**src/rtl/modn_ctrl_pkg.sv**
```systemverilog
// Shared types and default sizes for the modulo-N timer controller.
package modn_ctrl_pkg;

    localparam int unsigned DefWidth = 4;
    localparam int unsigned DefRepW  = 8;

    typedef enum logic [2:0] {
        StIdle,
        StArmed,
        StRun,
        StHold,
        StDone
    } state_e;

endpackage

```
**src/rtl/modn_timer_ctrl_if.sv**
```systemverilog
// Configuration/command/status bundle for modn_timer_ctrl.
// Optional irq/irq_clr pair is present only when MODN_CTRL_IRQ_EN is defined.
interface modn_timer_ctrl_if
    import modn_ctrl_pkg::*;
#(
    parameter int unsigned WIDTH = DefWidth,
    parameter int unsigned REP_W = DefRepW
);

    logic             cfg_valid;
    logic             cfg_ready;
    logic [WIDTH-1:0] cfg_mod;
    logic [REP_W-1:0] cfg_reps;
    logic             start;
    logic             stop;
    logic             pause;
    logic [WIDTH-1:0] cnt_out;
    logic             tc;
    logic             busy;
    logic             done;
    logic             err;

`ifdef MODN_CTRL_IRQ_EN
    logic             irq;
    logic             irq_clr;

    modport master (
        output cfg_valid, cfg_mod, cfg_reps, start, stop, pause, irq_clr,
        input  cfg_ready, cnt_out, tc, busy, done, err, irq
    );

    modport slave (
        input  cfg_valid, cfg_mod, cfg_reps, start, stop, pause, irq_clr,
        output cfg_ready, cnt_out, tc, busy, done, err, irq
    );
`else
    modport master (
        output cfg_valid, cfg_mod, cfg_reps, start, stop, pause,
        input  cfg_ready, cnt_out, tc, busy, done, err
    );

    modport slave (
        input  cfg_valid, cfg_mod, cfg_reps, start, stop, pause,
        output cfg_ready, cnt_out, tc, busy, done, err
    );
`endif

endinterface

```
**src/rtl/modn_count_core.sv**
```systemverilog
// Plain loadable modulo-N counter; wrap flags the cycle whose next edge returns to 0.
module modn_count_core
    import modn_ctrl_pkg::*;
#(
    parameter int unsigned WIDTH = DefWidth
) (
    input  logic             clk,
    input  logic             rst,
    input  logic             clear_i,
    input  logic             enable_i,
    input  logic [WIDTH-1:0] mod_i,
    output logic [WIDTH-1:0] count_o,
    output logic             wrap_o
);

    logic [WIDTH-1:0] count_q, count_d;

    assign wrap_o  = enable_i && (count_q == (mod_i - WIDTH'(1)));
    assign count_o = count_q;

    always_comb begin
        count_d = count_q;
        if (clear_i) begin
            count_d = '0;
        end else if (enable_i) begin
            count_d = wrap_o ? '0 : count_q + WIDTH'(1);
        end
    end

    always_ff @(posedge clk) begin
        if (rst) begin
            count_q <= '0;
        end else begin
            count_q <= count_d;
        end
    end

endmodule

```
**src/rtl/modn_timer_ctrl.sv**
```systemverilog
// Sequencer for modn_count_core: config handshake, run/pause/stop, period and done tracking.
// Define MODN_CTRL_IRQ_EN to add a sticky irq output with irq_clr.
module modn_timer_ctrl
    import modn_ctrl_pkg::*;
#(
    parameter int unsigned WIDTH = DefWidth,
    parameter int unsigned REP_W = DefRepW
) (
    input  logic             clk,
    input  logic             rst,
    modn_timer_ctrl_if.slave bus
);

    state_e           state_q, state_d;
    logic [WIDTH-1:0] mod_q, mod_d;
    logic [REP_W-1:0] reps_q, reps_d;
    logic [REP_W-1:0] per_q, per_d;
    logic             err_q, err_d;

    logic             run_or_hold;
    logic             cfg_hs;
    logic             last_period;
    logic             cnt_clear;
    logic             cnt_en;
    logic             wrap;
    logic [WIDTH-1:0] count;

    assign run_or_hold = (state_q == StRun) || (state_q == StHold);
    assign cfg_hs      = bus.cfg_valid && bus.cfg_ready;
    assign last_period = (reps_q != '0) && (per_q == (reps_q - REP_W'(1)));

    // Count is pinned to 0 outside RUN/HOLD, so ARMED/DONE/IDLE always show 0.
    assign cnt_clear = !run_or_hold || bus.stop;
    assign cnt_en    = (state_q == StRun) && !bus.stop && !bus.pause;

    modn_count_core #(
        .WIDTH (WIDTH)
    ) u_core (
        .clk      (clk),
        .rst      (rst),
        .clear_i  (cnt_clear),
        .enable_i (cnt_en),
        .mod_i    (mod_q),
        .count_o  (count),
        .wrap_o   (wrap)
    );

    always_comb begin
        state_d = state_q;
        mod_d   = mod_q;
        reps_d  = reps_q;
        per_d   = per_q;
        err_d   = err_q;
        unique case (state_q)
            StIdle, StArmed: begin
                // A config handshake takes precedence over start.
                if (cfg_hs) begin
                    if (bus.cfg_mod == '0) begin
                        err_d   = 1'b1;
                        state_d = StIdle;
                    end else begin
                        mod_d   = bus.cfg_mod;
                        reps_d  = bus.cfg_reps;
                        err_d   = 1'b0;
                        state_d = StArmed;
                    end
                end else if ((state_q == StArmed) && bus.start) begin
                    per_d   = '0;
                    state_d = StRun;
                end
            end
            StRun: begin
                if (bus.stop) begin
                    state_d = StArmed;
                end else if (bus.pause) begin
                    state_d = StHold;
                end else if (wrap) begin
                    per_d = per_q + REP_W'(1);
                    if (last_period) begin
                        state_d = StDone;
                    end
                end
            end
            StHold: begin
                if (bus.stop) begin
                    state_d = StArmed;
                end else if (!bus.pause) begin
                    state_d = StRun;
                end
            end
            StDone:  state_d = StArmed;
            default: state_d = StIdle;
        endcase
    end

    always_ff @(posedge clk) begin
        if (rst) begin
            state_q <= StIdle;
            mod_q   <= '0;
            reps_q  <= '0;
            per_q   <= '0;
            err_q   <= 1'b0;
        end else begin
            state_q <= state_d;
            mod_q   <= mod_d;
            reps_q  <= reps_d;
            per_q   <= per_d;
            err_q   <= err_d;
        end
    end

    assign bus.cfg_ready = (state_q == StIdle) || (state_q == StArmed);
    assign bus.cnt_out   = count;
    assign bus.tc        = wrap;
    assign bus.busy      = run_or_hold;
    assign bus.done      = (state_q == StDone);
    assign bus.err       = err_q;

`ifdef MODN_CTRL_IRQ_EN
    logic irq_q, irq_d;

    // Set beats clear when both happen in the same cycle.
    always_comb begin
        irq_d = irq_q;
        if (bus.irq_clr) begin
            irq_d = 1'b0;
        end
        if ((state_q == StDone) || (err_d && !err_q)) begin
            irq_d = 1'b1;
        end
    end

    always_ff @(posedge clk) begin
        if (rst) begin
            irq_q <= 1'b0;
        end else begin
            irq_q <= irq_d;
        end
    end

    assign bus.irq = irq_q;
`endif

endmodule

```
**src/flat_wrapper.sv**
```systemverilog
// flat-port wrapper written by rule: the top's interface ports become plain ports
module modn_timer_ctrl_flat import modn_ctrl_pkg::*;
#(
    parameter int unsigned WIDTH = DefWidth,
    parameter int unsigned REP_W = DefRepW
)
  (clk, rst, bus_cfg_valid, bus_cfg_mod, bus_cfg_reps, bus_start, bus_stop, bus_pause, bus_cfg_ready, bus_cnt_out, bus_tc, bus_busy, bus_done, bus_err);
  modn_timer_ctrl_if #(.WIDTH(WIDTH), .REP_W(REP_W)) bus_i ();
  input  logic clk;
  input  logic rst;
  input wire logic [$bits(bus_i.cfg_valid)-1:0] bus_cfg_valid;
  input wire logic [$bits(bus_i.cfg_mod)-1:0] bus_cfg_mod;
  input wire logic [$bits(bus_i.cfg_reps)-1:0] bus_cfg_reps;
  input wire logic [$bits(bus_i.start)-1:0] bus_start;
  input wire logic [$bits(bus_i.stop)-1:0] bus_stop;
  input wire logic [$bits(bus_i.pause)-1:0] bus_pause;
  output wire logic [$bits(bus_i.cfg_ready)-1:0] bus_cfg_ready;
  output wire logic [$bits(bus_i.cnt_out)-1:0] bus_cnt_out;
  output wire logic [$bits(bus_i.tc)-1:0] bus_tc;
  output wire logic [$bits(bus_i.busy)-1:0] bus_busy;
  output wire logic [$bits(bus_i.done)-1:0] bus_done;
  output wire logic [$bits(bus_i.err)-1:0] bus_err;
  assign bus_i.cfg_valid = bus_cfg_valid;
  assign bus_i.cfg_mod = bus_cfg_mod;
  assign bus_i.cfg_reps = bus_cfg_reps;
  assign bus_i.start = bus_start;
  assign bus_i.stop = bus_stop;
  assign bus_i.pause = bus_pause;
  assign bus_cfg_ready = bus_i.cfg_ready;
  assign bus_cnt_out = bus_i.cnt_out;
  assign bus_tc = bus_i.tc;
  assign bus_busy = bus_i.busy;
  assign bus_done = bus_i.done;
  assign bus_err = bus_i.err;
  modn_timer_ctrl #(.WIDTH(WIDTH), .REP_W(REP_W)) u_core (.clk(clk), .rst(rst), .bus(bus_i));
endmodule
```
**config.mk**
```make
export PLATFORM = sky130hd
export DESIGN_NAME = modn_timer_ctrl_flat
export DESIGN_NICKNAME = d
export VERILOG_FILES = /design/src/rtl/modn_ctrl_pkg.sv /design/src/rtl/modn_timer_ctrl_if.sv /design/src/rtl/modn_count_core.sv /design/src/rtl/modn_timer_ctrl.sv /design/src/flat_wrapper.sv
export SDC_FILE = /design/constraint.sdc
export NUM_CORES = 1
export LEC_CHECK = 0
export ABC_AREA = 1
export ABC_CLOCK_PERIOD_IN_PS = 4050
export BUFFER_PORTS_ARGS = -buffer_cell sky130_fd_sc_hd__buf_2
export CAP_MARGIN = 20
export CORE_MARGIN = 10
export CORE_UTILIZATION = 40
export CTS_CLUSTER_SIZE = 30
export DETAILED_ROUTE_END_ITERATION = 8
export GPL_TIMING_DRIVEN = 0
export HOLD_SLACK_MARGIN = 0.05
export PLACE_DENSITY = 0.58
export SKIP_LAST_GASP = 1
export SLEW_MARGIN = 30
export SYNTH_ARGS = -nofsm -noshare
export SYNTH_HDL_FRONTEND = slang
export SYNTH_SLANG_ARGS = --single-unit
```
**constraint.sdc**
```tcl
create_clock -name clk -period 4.05 [get_ports clk]
set_input_delay 0.6075 -clock clk [delete_from_list [all_inputs] [get_ports clk]]
set_output_delay 0.6075 -clock clk [all_outputs]
set_load 0.01 [all_outputs]
```
==> flow_summary.yaml <==
worst_setup_path:
  crit_type: "register to primary output"
  r2r_cells: 12
  critical_path.max_fanout: 8
  crit_family: "flip-flops"
  cp.required_ps: 3440
  cpMostUsedCell: "inv_1"
  cp_slowest_cell: "dfxtp_1"
  startpoint_type: "register"
  cpPeakStageDelay_ps: 360
  cp_num_buf_inv: 3
  end_kind: "primary output"
  r2r-end: "u_core.state_q[1]$_SDFFE_PP0P_"
  crit_chain: "inv_1 -> ha_1 -> xor2_1 -> nand3_1 -> nor2_4 -> nand2_4 -> inv_1 -> buf_2"
  reg2reg_from: "u_core.mod_q[0]$_SDFFE_PP0P_"
  arrival_ps: 1690
  r2r_slack_ps: 2260
die:
  die_x_um: 87.4
  rows: 24
  ios: 27
  start_util: 0.414
  core-area_mm2: 0.00438
  dieArea_mm2: 0.00764
  chipHeight_um: 87.4
clock_network:
  cts_buffers: 3
  clockBufferDepth: 2
  ctsRootBufferMaster: "clkbuf_8"
  htree_levels: 1
  clock_latency_ps: 290
  clk_pin_slew_worst_paths_ps: 100
  numClockSinks: 28
  cts_hold_buf: 0
  cts_tree: "yes"
  ctsResizeCount: 0
  postCtsSetupBuffers: 0
timing:
  clock_skew_ps: 9.47
  slew-limit-headroom: 0.674
  period_share: 0.568
  final-setup-viol-count: 0
  setup_tns_ps: 0
  min_period_ps: 2300
  finalHoldViolCount: 0
  max_freq_mhz: 434
  tightest_slew_ps: 485
  rsz0062_at_grt: "false"
  timing.hold.ws_ps: 494
  final-max-slew-violation-count: 0
grt:
  grt_max_degree: 17
  grt.total_usage: 0.124
  grt_pass1_wl_mm: 7.82
  grt_remaining_overflow: 0
  grt_pass1_vias: 1825
  antenna_found_initial: 0
routing:
  num_vias: 1824
  drc_errors: 0
  dr.pass1.iters: 4
  post_drt_wl_per_cell_um: 11.8
  via_per_inst: 4.90
  ant_nets: 0
  first_iter_violations: 66
  wl_mm: 4.39
synth:
  synth_cells: 290
  syn_area_per_cell_um2: 6.26
  synth_nets: 312
  synthArstFlopShare: 0
  synth-warning-count: 0
  synth-main-ff-cell: "dfxtp_1"
  synth-seq-area-share: 0.309
  ys_ff_latch: 28
  syn-cell-area_mm2: 0.00182
  ys_types: 26
  synth-edff-count: 0
finish:
  fin_nets: 343
  n_fill_cell: 468
  area_delta_synth_final_pct: 14.7
  fin_util: 0.475
  fin_area_mm2: 0.00208
  drive_above_1_share: 0.150
  antenna_cells: 0
pwr:
  leakage_uw: 0.00104
  peakVddDrop_uv: 285
  total_power_uw: 1140
  powerDensity_mw_per_mm2: 548
place:
  dpl_cell_area_mm2: 0.00201
  io_buffer_count: 26
  place_congestion: 0.815
  dpl.hpwl_mm: 3.51
hold_path:
  hold_path.class: "register to register"
  hold_depth: 2
  hp-start: "u_core.bus.err$_SDFFE_PP0P_"
  min_to: "u_core.bus.err$_SDFFE_PP0P_"
status:
  status: "completed"
flow_run:
  drv_cap: 0
[worst reg2reg max path, stage by stage (launching register included)]
cell and delay, ps:
dfxtp_1 360, inv_1 90, ha_1 310, xor2_1 130
nand3_1 120, nor2_4 120, nand2_4 100, nand2_4 90
nand3_2 100, o21ai_1 100, nand2_1 60, nand2_1 80
nor2_1 40
[logic make-up after synthesis]
| kind of cell | Yosys count | share of synthesized area |
|---|---|---|
| compound gates | 43 | 0.123 |
| xor+xnor | 8 | 0.0386 |
| fa+ha+maj | 4 | 0.0275 |
| buf+inv | 49 | 0.107 |
| flops | 28 | 0.309 |
| simple gates | 158 | 0.395 |
[power by group]
group	total, uW	switching, uW	internal [uW]	leakage [uW]
sequential	373	49.9	323	0.000229
clock	230	97.0	133	0.0000357
combinational	539	345	194	0.000780
total	1140	492	650	0.00104
[routing by layer]
| metal | global-route usage | part of all wire | wire, um |
|---|---|---|---|
| met4 | 0.0536 | 0.017 | 75 |
| met5 | 0 | 0 | 0 |
| met2 | 0.205 | 0.46 | 2020 |
| met3 | 0.0346 | 0.044 | 192 |
| met1 | 0.146 | 0.48 | 2100 |
[synth_stat cells, types with 2 or more instances]
cell	number	area, um^2
nor3_1	5	25.0
dfxtp_1	28	561
o21ai_0	18	90.1
xnor2_1	2	17.5
a21oi_1	22	110
nand4_1	5	31.3
xor2_1	6	52.6
nand2_4	2	22.5
nor2_4	2	22.5
nand2_1	75	282
nand3_1	22	110
inv_2	4	15.0
nor2_1	38	143
ha_1	4	50.1
inv_1	43	161
nand2_2	4	25.0
[worst max path at each step]
stage	start	endpoint	slack, ps	depth (start not counted)
after detailed placement	bus_stop	bus_tc	2010	7
after global placement	bus_stop	bus_tc	2020	7
final	u_core.mod_q[0]$_SDFFE_PP0P_	bus_tc	1750	8
after floorplan	u_core.mod_q[0]$_SDFFE_PP0P_	bus_tc	2220	7
after global routing	u_core.mod_q[0]$_SDFFE_PP0P_	bus_tc	1590	10
after CTS	u_core.mod_q[0]$_SDFFE_PP0P_	bus_tc	1720	8
[layout make-up]
type                       count  area [um^2]  area share
inverter                      47          176      0.0847
tap                           52         65.1      0.0312
multi-input combinational    213         1060       0.509
buffer                         2         18.8     0.00901
sequential                    28          561       0.269
clock inverter                 1         30.0      0.0144
clock buffer                   3         41.3      0.0198
timing repair buffer          26          130      0.0625
[cells in the final DEF (no fill, tap or decap), types with 2 or more instances in the layout]
cell type,instances
ha_1,4
nor3_1,5
nor2_4,2
nand4_1,5
o21ai_0,18
a21oi_1,22
inv_1,43
dfxtp_1,28
nor2_1,38
nand2_1,75
nand2_2,4
xor2_1,6
buf_2,26
clkbuf_8,3
xnor2_1,2
nand2_4,2
inv_2,4
nand3_1,22
[sequential cells by signal, indices dropped and copies added, names as in the netlist]
name	count
u_core.per_q	8
u_core.u_core.count_o	4
u_core.bus.err	1
u_core.mod_q	4
u_core.state_q	3
u_core.reps_q	8
[stage by stage]
stage,instances,setup WS [ps]
after floorplan,290,2220
after global placement,368,2020
after detailed placement,368,2010
after CTS,372,1720
after global routing,372,1590
final,372,1750
(Power assumes the default switching activity.)
